$ cat src/rtl/rv32_pkg.sv
// -----------------------------------------------------------------------------
// rv32_pkg
// Shared types and constants for the data-memory load/store unit.
//   lsu_state_t : LSU transaction state (IDLE/ISSUE/WAIT/DONE)
//   LS_*        : load size/sign selector codes (load_sel)
//   SS_*        : store size selector codes (store_sel)
//   access_bytes: access width in bytes for a given op and selector
// -----------------------------------------------------------------------------
package rv32_pkg;

    typedef enum logic [1:0] {
        IDLE  = 2'd0,
        ISSUE = 2'd1,
        WAIT  = 2'd2,
        DONE  = 2'd3
    } lsu_state_t;

    localparam logic [2:0] LS_LB  = 3'b000;
    localparam logic [2:0] LS_LH  = 3'b001;
    localparam logic [2:0] LS_LW  = 3'b010;
    localparam logic [2:0] LS_LBU = 3'b100;
    localparam logic [2:0] LS_LHU = 3'b101;

    localparam logic [1:0] SS_SB = 2'b00;
    localparam logic [1:0] SS_SH = 2'b01;
    localparam logic [1:0] SS_SW = 2'b10;

    // Width of an access in bytes (1, 2 or 4). Unlisted codes are word accesses.
    function automatic logic [2:0] access_bytes(input logic       is_write,
                                                input logic [2:0] lsel,
                                                input logic [1:0] ssel);
        logic [2:0] nbytes;
        nbytes = 3'd4;
        if (is_write) begin
            case (ssel)
                SS_SB:   nbytes = 3'd1;
                SS_SH:   nbytes = 3'd2;
                default: nbytes = 3'd4;
            endcase
        end else begin
            case (lsel)
                LS_LB, LS_LBU: nbytes = 3'd1;
                LS_LH, LS_LHU: nbytes = 3'd2;
                default:       nbytes = 3'd4;
            endcase
        end
        return nbytes;
    endfunction

endpackage

$ cat src/rtl/lsu_align.sv
// -----------------------------------------------------------------------------
// lsu_align
// Purely combinational byte-lane steering for the load/store unit.
//   addr_lo_i    : byte offset within the word
//   is_write_i   : 1 = store access (selects which selector is used for size)
//   load_sel_i   : load selector (LB/LH/LW/LBU/LHU)
//   store_sel_i  : store selector (SB/SH/SW)
//   wdata_i      : LSB-aligned store data
//   rdata_i      : raw word read from the bus
//   be_o         : byte enables for a store
//   lane_wdata_o : store data replicated across all lanes
//   load_data_o  : extracted and sign/zero-extended load data
//   misaligned_o : access does not sit on its natural boundary
// -----------------------------------------------------------------------------
module lsu_align
    import rv32_pkg::*;
(
    input  logic [1:0]  addr_lo_i,
    input  logic        is_write_i,
    input  logic [2:0]  load_sel_i,
    input  logic [1:0]  store_sel_i,
    input  logic [31:0] wdata_i,
    input  logic [31:0] rdata_i,
    output logic [3:0]  be_o,
    output logic [31:0] lane_wdata_o,
    output logic [31:0] load_data_o,
    output logic        misaligned_o
);

    logic [7:0]  rbytes [4];
    logic [7:0]  rbyte;
    logic [15:0] rhalf;
    logic [2:0]  nbytes;

    genvar gi;
    generate
        for (gi = 0; gi < 4; gi++) begin : g_rbytes
            assign rbytes[gi] = rdata_i[8*gi +: 8];
        end
    endgenerate

    assign rbyte  = rbytes[addr_lo_i];
    assign rhalf  = addr_lo_i[1] ? rdata_i[31:16] : rdata_i[15:0];
    assign nbytes = access_bytes(is_write_i, load_sel_i, store_sel_i);

    always_comb begin
        misaligned_o = 1'b0;
        case (nbytes)
            3'd2:    misaligned_o = addr_lo_i[0];
            3'd4:    misaligned_o = |addr_lo_i;
            default: misaligned_o = 1'b0;
        endcase
    end

    always_comb begin
        be_o         = 4'b1111;
        lane_wdata_o = wdata_i;
        case (store_sel_i)
            SS_SB: begin
                be_o         = 4'b0001 << addr_lo_i;
                lane_wdata_o = {4{wdata_i[7:0]}};
            end
            SS_SH: begin
                be_o         = 4'b0011 << {addr_lo_i[1], 1'b0};
                lane_wdata_o = {2{wdata_i[15:0]}};
            end
            default: begin
                be_o         = 4'b1111;
                lane_wdata_o = wdata_i;
            end
        endcase
    end

    always_comb begin
        load_data_o = rdata_i;
        case (load_sel_i)
            LS_LB:   load_data_o = {{24{rbyte[7]}}, rbyte};
            LS_LH:   load_data_o = {{16{rhalf[15]}}, rhalf};
            LS_LBU:  load_data_o = {24'd0, rbyte};
            LS_LHU:  load_data_o = {16'd0, rhalf};
            default: load_data_o = rdata_i;
        endcase
    end

endmodule

$ cat src/rtl/dmem_lsu.sv
// -----------------------------------------------------------------------------
// dmem_lsu
// Load/store unit between the memory stage and a req/gnt/rvalid data bus.
//   clk, reset          : clock, synchronous active-high reset
//   req_read/req_write  : level requests from the memory stage (read wins)
//   req_addr/req_wdata  : byte address and LSB-aligned store data
//   load_sel/store_sel  : access size and sign selectors
//   mem_ready           : one-cycle completion pulse
//   mem_rdata           : formatted load data (0 for writes/misaligned/timeout)
//   misaligned          : completion was a rejected misaligned access
//   bus_timeout         : completion was an aborted bus access
//   dmem_*              : registered bus request side; dmem_gnt/rvalid/rdata in
// All outputs are registered.
// -----------------------------------------------------------------------------
module dmem_lsu
    import rv32_pkg::*;
#(
    parameter int TIMEOUT_CYCLES = 255
)
(
    input  logic        clk,
    input  logic        reset,
    input  logic        req_read,
    input  logic        req_write,
    input  logic [31:0] req_addr,
    input  logic [31:0] req_wdata,
    input  logic [2:0]  load_sel,
    input  logic [1:0]  store_sel,
    output logic        mem_ready,
    output logic [31:0] mem_rdata,
    output logic        misaligned,
    output logic        bus_timeout,
    output logic        dmem_req,
    output logic        dmem_we,
    output logic [31:0] dmem_addr,
    output logic [31:0] dmem_wdata,
    output logic [3:0]  dmem_be,
    input  logic        dmem_gnt,
    input  logic        dmem_rvalid,
    input  logic [31:0] dmem_rdata
);

    localparam logic [7:0] TO_LIMIT = 8'(TIMEOUT_CYCLES);

    lsu_state_t  state_q, state_d;
    logic [7:0]  cnt_q, cnt_d;
    logic [2:0]  load_sel_q, load_sel_d;
    logic [1:0]  addr_lo_q, addr_lo_d;
    logic        op_write_q, op_write_d;

    logic        dmem_req_q, dmem_req_d;
    logic        dmem_we_q, dmem_we_d;
    logic [31:0] dmem_addr_q, dmem_addr_d;
    logic [31:0] dmem_wdata_q, dmem_wdata_d;
    logic [3:0]  dmem_be_q, dmem_be_d;
    logic        mem_ready_q, mem_ready_d;
    logic [31:0] mem_rdata_q, mem_rdata_d;
    logic        misaligned_q, misaligned_d;
    logic        bus_timeout_q, bus_timeout_d;

    logic        in_idle;
    logic [1:0]  align_addr_lo;
    logic [2:0]  align_load_sel;
    logic [3:0]  align_be;
    logic [31:0] align_wdata;
    logic [31:0] align_load_data;
    logic        align_misaligned;
    logic        timeout_hit;

    // In IDLE the aligner looks at the live request (capture, steering and the
    // misalignment check); afterwards it formats the response using the
    // captured offset and selector.
    assign in_idle        = (state_q == IDLE);
    assign align_addr_lo  = in_idle ? req_addr[1:0] : addr_lo_q;
    assign align_load_sel = in_idle ? load_sel      : load_sel_q;
    assign timeout_hit    = (cnt_q == TO_LIMIT);

    lsu_align u_align (
        .addr_lo_i    (align_addr_lo),
        .is_write_i   (~req_read),
        .load_sel_i   (align_load_sel),
        .store_sel_i  (store_sel),
        .wdata_i      (req_wdata),
        .rdata_i      (dmem_rdata),
        .be_o         (align_be),
        .lane_wdata_o (align_wdata),
        .load_data_o  (align_load_data),
        .misaligned_o (align_misaligned)
    );

    always_comb begin
        state_d       = state_q;
        cnt_d         = cnt_q;
        load_sel_d    = load_sel_q;
        addr_lo_d     = addr_lo_q;
        op_write_d    = op_write_q;
        dmem_req_d    = dmem_req_q;
        dmem_we_d     = dmem_we_q;
        dmem_addr_d   = dmem_addr_q;
        dmem_wdata_d  = dmem_wdata_q;
        dmem_be_d     = dmem_be_q;
        mem_rdata_d   = mem_rdata_q;
        mem_ready_d   = 1'b0;
        misaligned_d  = 1'b0;
        bus_timeout_d = 1'b0;

        case (state_q)
            IDLE: begin
                if (req_read || req_write) begin
                    cnt_d      = 8'd0;
                    load_sel_d = load_sel;
                    addr_lo_d  = req_addr[1:0];
                    op_write_d = ~req_read;
                    if (align_misaligned) begin
                        state_d      = DONE;
                        mem_ready_d  = 1'b1;
                        misaligned_d = 1'b1;
                        mem_rdata_d  = 32'd0;
                    end else begin
                        state_d      = ISSUE;
                        dmem_req_d   = 1'b1;
                        dmem_we_d    = ~req_read;
                        dmem_addr_d  = {req_addr[31:2], 2'b00};
                        dmem_be_d    = req_read ? 4'b1111 : align_be;
                        dmem_wdata_d = req_read ? 32'd0 : align_wdata;
                    end
                end
            end

            ISSUE: begin
                cnt_d = cnt_q + 8'd1;
                if (dmem_gnt) begin
                    dmem_req_d = 1'b0;
                    if (op_write_q) begin
                        state_d     = DONE;
                        mem_ready_d = 1'b1;
                        mem_rdata_d = 32'd0;
                    end else begin
                        state_d = WAIT;
                    end
                end else if (timeout_hit) begin
                    dmem_req_d    = 1'b0;
                    state_d       = DONE;
                    mem_ready_d   = 1'b1;
                    bus_timeout_d = 1'b1;
                    mem_rdata_d   = 32'd0;
                end
            end

            WAIT: begin
                cnt_d = cnt_q + 8'd1;
                if (dmem_rvalid) begin
                    state_d     = DONE;
                    mem_ready_d = 1'b1;
                    mem_rdata_d = align_load_data;
                end else if (timeout_hit) begin
                    state_d       = DONE;
                    mem_ready_d   = 1'b1;
                    bus_timeout_d = 1'b1;
                    mem_rdata_d   = 32'd0;
                end
            end

            DONE: begin
                state_d = IDLE;
            end

            default: begin
                state_d = IDLE;
            end
        endcase
    end

    always_ff @(posedge clk) begin
        if (reset) begin
            state_q       <= IDLE;
            cnt_q         <= 8'd0;
            load_sel_q    <= 3'd0;
            addr_lo_q     <= 2'd0;
            op_write_q    <= 1'b0;
            dmem_req_q    <= 1'b0;
            dmem_we_q     <= 1'b0;
            dmem_addr_q   <= 32'd0;
            dmem_wdata_q  <= 32'd0;
            dmem_be_q     <= 4'd0;
            mem_ready_q   <= 1'b0;
            mem_rdata_q   <= 32'd0;
            misaligned_q  <= 1'b0;
            bus_timeout_q <= 1'b0;
        end else begin
            state_q       <= state_d;
            cnt_q         <= cnt_d;
            load_sel_q    <= load_sel_d;
            addr_lo_q     <= addr_lo_d;
            op_write_q    <= op_write_d;
            dmem_req_q    <= dmem_req_d;
            dmem_we_q     <= dmem_we_d;
            dmem_addr_q   <= dmem_addr_d;
            dmem_wdata_q  <= dmem_wdata_d;
            dmem_be_q     <= dmem_be_d;
            mem_ready_q   <= mem_ready_d;
            mem_rdata_q   <= mem_rdata_d;
            misaligned_q  <= misaligned_d;
            bus_timeout_q <= bus_timeout_d;
        end
    end

    assign mem_ready   = mem_ready_q;
    assign mem_rdata   = mem_rdata_q;
    assign misaligned  = misaligned_q;
    assign bus_timeout = bus_timeout_q;
    assign dmem_req    = dmem_req_q;
    assign dmem_we     = dmem_we_q;
    assign dmem_addr   = dmem_addr_q;
    assign dmem_wdata  = dmem_wdata_q;
    assign dmem_be     = dmem_be_q;

endmodule

$ cat config.mk
export PLATFORM = sky130hd
export DESIGN_NAME = dmem_lsu
export DESIGN_NICKNAME = d
export VERILOG_FILES = /design/src/rtl/rv32_pkg.sv /design/src/rtl/lsu_align.sv /design/src/rtl/dmem_lsu.sv
export SDC_FILE = /design/constraint.sdc
export NUM_CORES = 1
export LEC_CHECK = 0
export ABC_CLOCK_PERIOD_IN_PS = 2800
export BUFFER_PORTS_ARGS = -buffer_cell sky130_fd_sc_hd__buf_4
export CAP_MARGIN = 20
export CORE_ASPECT_RATIO = 0.75
export CORE_UTILIZATION = 40
export CTS_CLUSTER_DIAMETER = 50
export DETAILED_ROUTE_END_ITERATION = 6
export PLACE_DENSITY = 0.62
export SLEW_MARGIN = 40
export SYNTH_ARGS = -nofsm -noshare
export SYNTH_HDL_FRONTEND = slang
export SYNTH_SLANG_ARGS = --single-unit
$ cat constraint.sdc
create_clock -name clk -period 2.8 [get_ports clk]
set_clock_uncertainty 0.2 [all_clocks]
set_input_delay 0.28 -clock clk [delete_from_list [all_inputs] [get_ports clk]]
set_output_delay 0.28 -clock clk [all_outputs]
set_load 0.01 [all_outputs]
# --- Word level (Yosys, flattened, before mapping) ---
# Cells that the tools add are included.
word_totals:
  out_inout_bits: 105
  in_bits: 107
  regBits: 119
  word_cells: 100
classes:
  order_cmp: 1
  eq_ne: 15
  muxes: 46
  add_sub_neg: 1
  bitwise_logic: 4
  shift: 2
  n_reduce_logical: 17
op_table:
  columns: ["operator", "count"]
  rows:
  - ["2-to-1 mux 32 bit", 7]
  - ["case mux 32 bit (4 select lines)", 1]
  - ["case mux 32 bit (3 select lines)", 1]
  - ["case mux 32 bit (2 select lines)", 1]
  - ["2-to-1 mux 8 bit", 3]
  - ["binary-select mux 8 bit (select 2 bit)", 1]
  - ["2-to-1 mux 16 bit", 1]
  - ["case mux 8 bit (2 select lines)", 1]
  - ["2-to-1 mux 1 bit", 13]
  - ["2-to-1 mux 2 bit", 6]
  - ["case mux 3 bit (2 select lines)", 2]
  - ["OR reduction 2 bit", 5]
  - ["== test 3 bit (second input constant)", 3]
  - ["adder 8 x 1 -> 8 bit (second input constant)", 1]
  - ["== test 8 bit (second input constant)", 1]
  - ["case mux 2 bit (4 select lines)", 1]
  - ["case mux 4 bit (2 select lines)", 1]
  - ["AND reduction 4 bit", 2]
  - ["2-to-1 mux 3 bit", 2]
  - ["inequality test 3 bit (second input constant)", 2]
  - ["case mux 1 bit (2 select lines)", 3]
  - ["== test 2 x 1 -> 1 bit (second input constant)", 2]
  - ["== test 2 bit (second input constant)", 2]
  - ["logical NOT 2 bit", 2]
  - ["17 further kinds", 22]

# --- Logic depth before layout (Yosys ltp) ---
depth:
  ltp_word: 11
  depth_mapped: 11
  depth_no_buf: 7

# --- Hierarchy ---
# Synthesis repeated with hierarchy kept, for this count alone.
unflattened:
  cells_unflattened: 687
  hier_area_um2: 5619.1
modules_own_cells:
  columns: ["mod", "instances", "cells_per_inst", "seq_area_each_um2", "area_each_um2"]
  rows:
  - ["dmem_lsu", 1, 521, 2382.3, 4505.6]
  - ["lsu_align", 1, 166, 0.0, 1113.6]

# --- Worst setup path after synthesis ---
# OpenSTA, ideal clock, no wires.
synth_timing:
  path_kind: "register -> register"
  startpoint: "register state_q[0]"
  endpoint: "register dmem_wdata_q[10] (netlist: dmem_wdata[10])"
  required_time_ns: 2.472
  synth_period_minus_slack_ns: 2.491
  t_arrival_ns: 2.164
  path_buffers: 3
  stages_incl_launch_ff: 11
  slack_ns: 0.309
  setup_ns: 0.128
  path_cell_list: "dfxtp_1 -> inv_1 -> ha_1 -> buf_4 -> mux2i_2 -> o2111ai_1 -> a21o_1 -> buf_6 -> buf_2 -> a21oi_1 -> nor2_1"
synth_between:
  elab_chain_len: 10
  word_cells_on_any_way: 17
  cone_classes: "eq/ne (5); mux (5); bitwise (1); reduce/logical (6)"
synth_lines:
  columns: ["element", "line_no", "text"]
  rows:
  - ["start: declaration", "dmem_lsu.sv:45", "lsu_state_t state_q, state_d;"]
  - ["start signal: assignment", "dmem_lsu.sv:191", "state_q <= state_d;"]
  - ["logical NOT 2 bit *", "dmem_lsu.sv:73, dmem_lsu.sv:107", null]
  - ["2-to-1 mux 3 bit", "dmem_lsu.sv:75", "assign align_load_sel = in_idle ? load_sel : load_sel_q;"]
  - ["== test 3 x 1 -> 1 bit (tied with other cells)", "rv32_pkg.sv:41", "case (lsel)"]
  - ["OR reduction 2 bit", "rv32_pkg.sv:41", null]
  - ["case mux 3 bit (2 select lines)", "rv32_pkg.sv:41", null]
  - ["2-to-1 mux 3 bit", "rv32_pkg.sv:34", "if (is_write) begin"]
  - ["== test 3 bit / == test 3 x 2 -> 1 bit (equally long branches)", "lsu_align.sv:48", "case (nbytes)"]
  - ["case mux 1 bit (2 select lines)", "lsu_align.sv:48", null]
  - ["inverter 1 bit (no line)", null, null]
  - ["AND reduction 3 bit (no line) *", null, null]
  - ["end signal: assignment", "dmem_lsu.sv:199", "dmem_wdata_q <= dmem_wdata_d;"]
  - ["end: declaration", "dmem_lsu.sv:54", "logic [31:0] dmem_wdata_q, dmem_wdata_d;"]
# Every way passes the cells marked *; elsewhere a longest branch is shown, timed or not.
# A chain may end at the register's enable or synchronous reset.

# --- Final worst setup path ---
layout_timing:
  startpoint: "register state_q[0]"
  endpoint: "register mem_rdata_q[16] (netlist: mem_rdata[16])"
layout_between:
  elab_chain_len: 10
  word_cells_on_any_way: 30
  cone_classes: "eq/ne (10); mux (12); bitwise (1); reduce/logical (7)"
layout_lines:
  columns: ["element", "line_no", "text"]
  rows:
  - ["logical NOT 2 bit", "dmem_lsu.sv:73, dmem_lsu.sv:107", null]
  - ["2-to-1 mux 3 bit", "dmem_lsu.sv:75", null]
  - ["== test 3 x 1 -> 1 bit (tied with other cells)", "rv32_pkg.sv:41, lsu_align.sv:76", null]
  - ["OR reduction 2 bit", "rv32_pkg.sv:41", null]
  - ["case mux 3 bit (2 select lines)", "rv32_pkg.sv:41", null]
  - ["2-to-1 mux 3 bit", "rv32_pkg.sv:34", null]
  - ["== test 3 bit / == test 3 x 2 -> 1 bit (equally long branches)", "lsu_align.sv:48", null]
  - ["case mux 1 bit (2 select lines)", "lsu_align.sv:48", null]
  - ["inequality test 2 x 1 -> 1 bit (no line)", null, null]
  - ["AND reduction 4 bit (no line)", null, null]
  - ["end signal: assignment", "dmem_lsu.sv:202", "mem_rdata_q <= mem_rdata_d;"]
  - ["end: declaration", "dmem_lsu.sv:57", "logic [31:0] mem_rdata_q, mem_rdata_d;"]
# Several ways; a longest one is shown, not always the timed one. The select of a mux whose other input is x is not followed.

==> run metrics <==
Post-route DRC 0; Rel. slew slack 0.547; Max VDD drop roughly 0.64 mV; status finished clean; switching power 3200 uW; depth of the most critical reg-to-reg path 9; Clock Power Share 0.264; Design Area, Final roughly 0.009 sq mm; Placed Area 0.00791 sq mm; largest family of logic cells by synthesized area compound AO/OA/AOI/OAI gates; vias in the first global route 5962; Clock Sinks about 120; XOR/XNOR Fraction of Synth Area 0.00867; drt wl/cell between 15 and 20 um; RSZ-0062 raised after global routing no; CTS H-tree lvls 4; power per cell area 883 mW/mm^2; Syn Std Cell Area around 0.006 sq mm; Final Hold Fails 0; CTS tree yes; Layout Area Growth over Synthesis 48.8%; leakage 0.00377 uW; critical path capture point type flop; Root Driver clkbuf_16; worst-skew pair later-pin latency ~420 ps; Synth area leader dfxtp_1; Synth top area share 0.393; CTS clk-pin slew, worst paths about 60 ps; RR Startpoint state_q[0]; Period minus WS final about 2700 ps; layout cells sized above 1 0.306; Tightest Pin Transition 677 ps; crit path max-delay cell type mux4_2; top cells by area, synth dfxtp_1 39%, nand2_1 8.9%, a21oi_1 7.1%; Initial Util 0.414; critical path startpoint category flop; number of synthesized flops with an enable pin 0; antenna violations before repair 0; dpl cells between 1k and 1.5k; first-pass GRT wire length just over 30000 um; fillcell total roughly 1.3k; antenna-violating nets left 0; largest net degree at the start of global routing 83; post-synthesis sequential area ratio 0.393; Final HPWL DP approximately 14000 um; Worst Hold Path EP dmem_wdata[6]; Via Count 6523; total grt overflow 0; Vias/cell about 5.4; Layout Cells excl Fill 1201; worst-path cell chain inv_1, ha_1, buf_6, mux2i_2, mux4_2, o211ai_4, buf_4, o221ai_1, o211ai_1; WHS Path Cells 3; die area about 0.016 sq mm; Reg power frac 0.275; Worst Path Max Fanout 21; period utilisation layout 0.950; buffer levels on the longest clock path 2; Cell variety after synth 60; Synth Register Bits between 100 and 150; TNS Setup 0 ps; cts bufs inserted 17; Gate Count Post-Synth roughly 730; Rows 38; max incr delay on CP around 400 ps; max cap viols 0; Max Slew Vio Count 0; final setup violation count 0; Layout Nets around 1.1k; Die X 144 um; R2R Path End mem_rdata[16]; fmax 376 MHz; yosys warns 0; Hold Slack about 13 ps; Post-CTS Repair Setup Buffers 0; input/output buffers 209; antenna cells 0; Worst Path Required 2930 ps; Post-Synth Adder-Cell Area 0.0103; Logic pwr share 0.461; Main synth FF type dfxtp_1; Worst Path Arrival about 2800 ps; post-synthesis area per instance around 8.3 sq um; Crit Path Category flop to flop; worst hold start req_wdata[6]; Pre-Repair DR Iteration Count 5; Routability Congestion around 0.9; Die Ht between 100 and 150 um; Compound-Gate Fraction of Synth Area 0.255; 1st-iter DRT viols 500; drt total wl roughly 20000 um; core area 0.0146 sq mm; Synth Area in Simple Gates 0.191; gr usage total 0.256; cell family with most CP delay multiplexers; P_int ~4800 uW; Net Sw Frac 0.402; CP bufs+invs 3; boundary pin count 212; flop-to-flop setup slack between 100 and 150 ps; mux contribution to synthesized area 0.0886; Hold Crit Class primary input to flop; Async SR Flop Fraction 0
-- worst reg2reg max path: stages, from the launching register on --
cell and delay, ps:
dfxtp_1 310, inv_1 80, ha_1 200, buf_6 240, mux2i_2 310, mux4_2 400, o211ai_4 270, buf_4 280
o221ai_1 150, o211ai_1 130
-- cells by family (layout without fill, tap and decap cells) --
family	Yosys count	count (layout)
and+or+nand+nor	257	257
other	1	2
buffers and inverters	70	339
AOI/OAI and AO/OA	224	224
DFF	119	119
xor gates and xnor gates	6	6
adders and majority gates	5	5
muxes	49	49
-- cells in the mapped netlist (3+ instances only) --
| master | number |
|---|---|
| a21o_1 | 4 |
| nand3b_1 | 10 |
| a221oi_1 | 6 |
| buf_4 | 6 |
| nor2_1 | 50 |
| mux2i_1 | 39 |
| mux2i_2 | 3 |
| dfxtp_1 | 119 |
| o2bb2ai_1 | 13 |
| o211ai_1 | 9 |
| clkbuf_1 | 31 |
| o221ai_1 | 15 |
| nand3_1 | 6 |
| nand2_1 | 143 |
| nor4_1 | 8 |
| buf_2 | 15 |
| a311oi_1 | 4 |
| o2111ai_1 | 5 |
| nor4b_1 | 8 |
| mux2_2 | 4 |
| o31ai_2 | 3 |
| xnor2_1 | 4 |
| ha_1 | 5 |
| o21ai_0 | 43 |
| a21oi_1 | 86 |
| a211oi_1 | 7 |
| nor3_1 | 8 |
| o211ai_2 | 10 |
| or3_1 | 11 |
| inv_1 | 16 |
-- area by class of cell --
type	instances	area [sq um]	share of cell area
clock inverters	15	145	0.0161
multi-input cells	543	3410	0.378
repair buffers	291	2340	0.260
inverters	16	60.1	0.00666
flip-flops and latches	119	2380	0.264
well taps	200	250	0.0278
clock buffers	17	425	0.0472
-- per-layer routing --
metal / wire length, um / part of all wire / GRT usage
met1: 9500 / 0.47 / 0.356
met2: 9140 / 0.45 / 0.399
met3: 1280 / 0.064 / 0.0514
met4: 244 / 0.012 / 0.0789
met5: 0 / 0 / 0
-- per-stage QoR --
stage          power (uW)   util  setup WS [ps]
3_3_place_gp         5700  0.539           18.3
3_5_place_dp         5750  0.540            101
4_1_cts              7940  0.614           78.1
2_1_floorplan        4440      -            309
6_report             7960  0.616            140
5_1_grt              8450  0.616           15.9
-- power by group through the flow --
stage | registers, uW | clock network [uW] | logic, uW
after floorplan | 2320 | 0 | 2120
after global placement | 2200 | 0 | 3500
after detailed placement | 2220 | 0 | 3540
after CTS | 2190 | 2140 | 3610
after global routing | 2220 | 2220 | 4000
final | 2190 | 2100 | 3670
-- flip-flops by register name (all words and copies together), names as in the netlist --
signal and flops:
mem_ready 1, state_q 2, dmem_wdata 32, mem_rdata 32, op_write_q 1, dmem_we 1, dmem_req 1, dmem_be 4
cnt_q 8, load_sel_q 3, dmem_addr 30, addr_lo_q 2, bus_timeout 1, misaligned 1
-- timing repair --
action,4_1_cts,5_1_grt
gates resized for setup,0,5
hold endpoints to repair,51,0
endpoints found under the setup margin,0,68
hold buffers,51,0
-- worst max-delay path by stage --
stage          startpoint             end  cells after the start  slack (ps)
2_1_floorplan  state_q[0]  dmem_wdata[10]                     10         310
3_3_place_gp   state_q[0]   mem_rdata[18]                      7          20
3_5_place_dp   state_q[0]   mem_rdata[16]                      9         100
4_1_cts        state_q[0]   dmem_addr[15]                      8          80
5_1_grt        state_q[0]   mem_rdata[18]                      9          20
6_report       state_q[0]   mem_rdata[16]                      9         140
-- layout by cell type (no fill, tap or decap), drive strengths merged, types with 14 or more instances in the layout --
cell type,n
buf,240
nand2,143
dfxtp,119
a21oi,86
dlygate4sd3,51
nor2,50
o21ai,45
mux2i,42
inv,21
o211ai,21
clkbuf,17
o221ai,15
o2bb2ai,14
No activity file was read; power rests on OpenSTA's default activity.
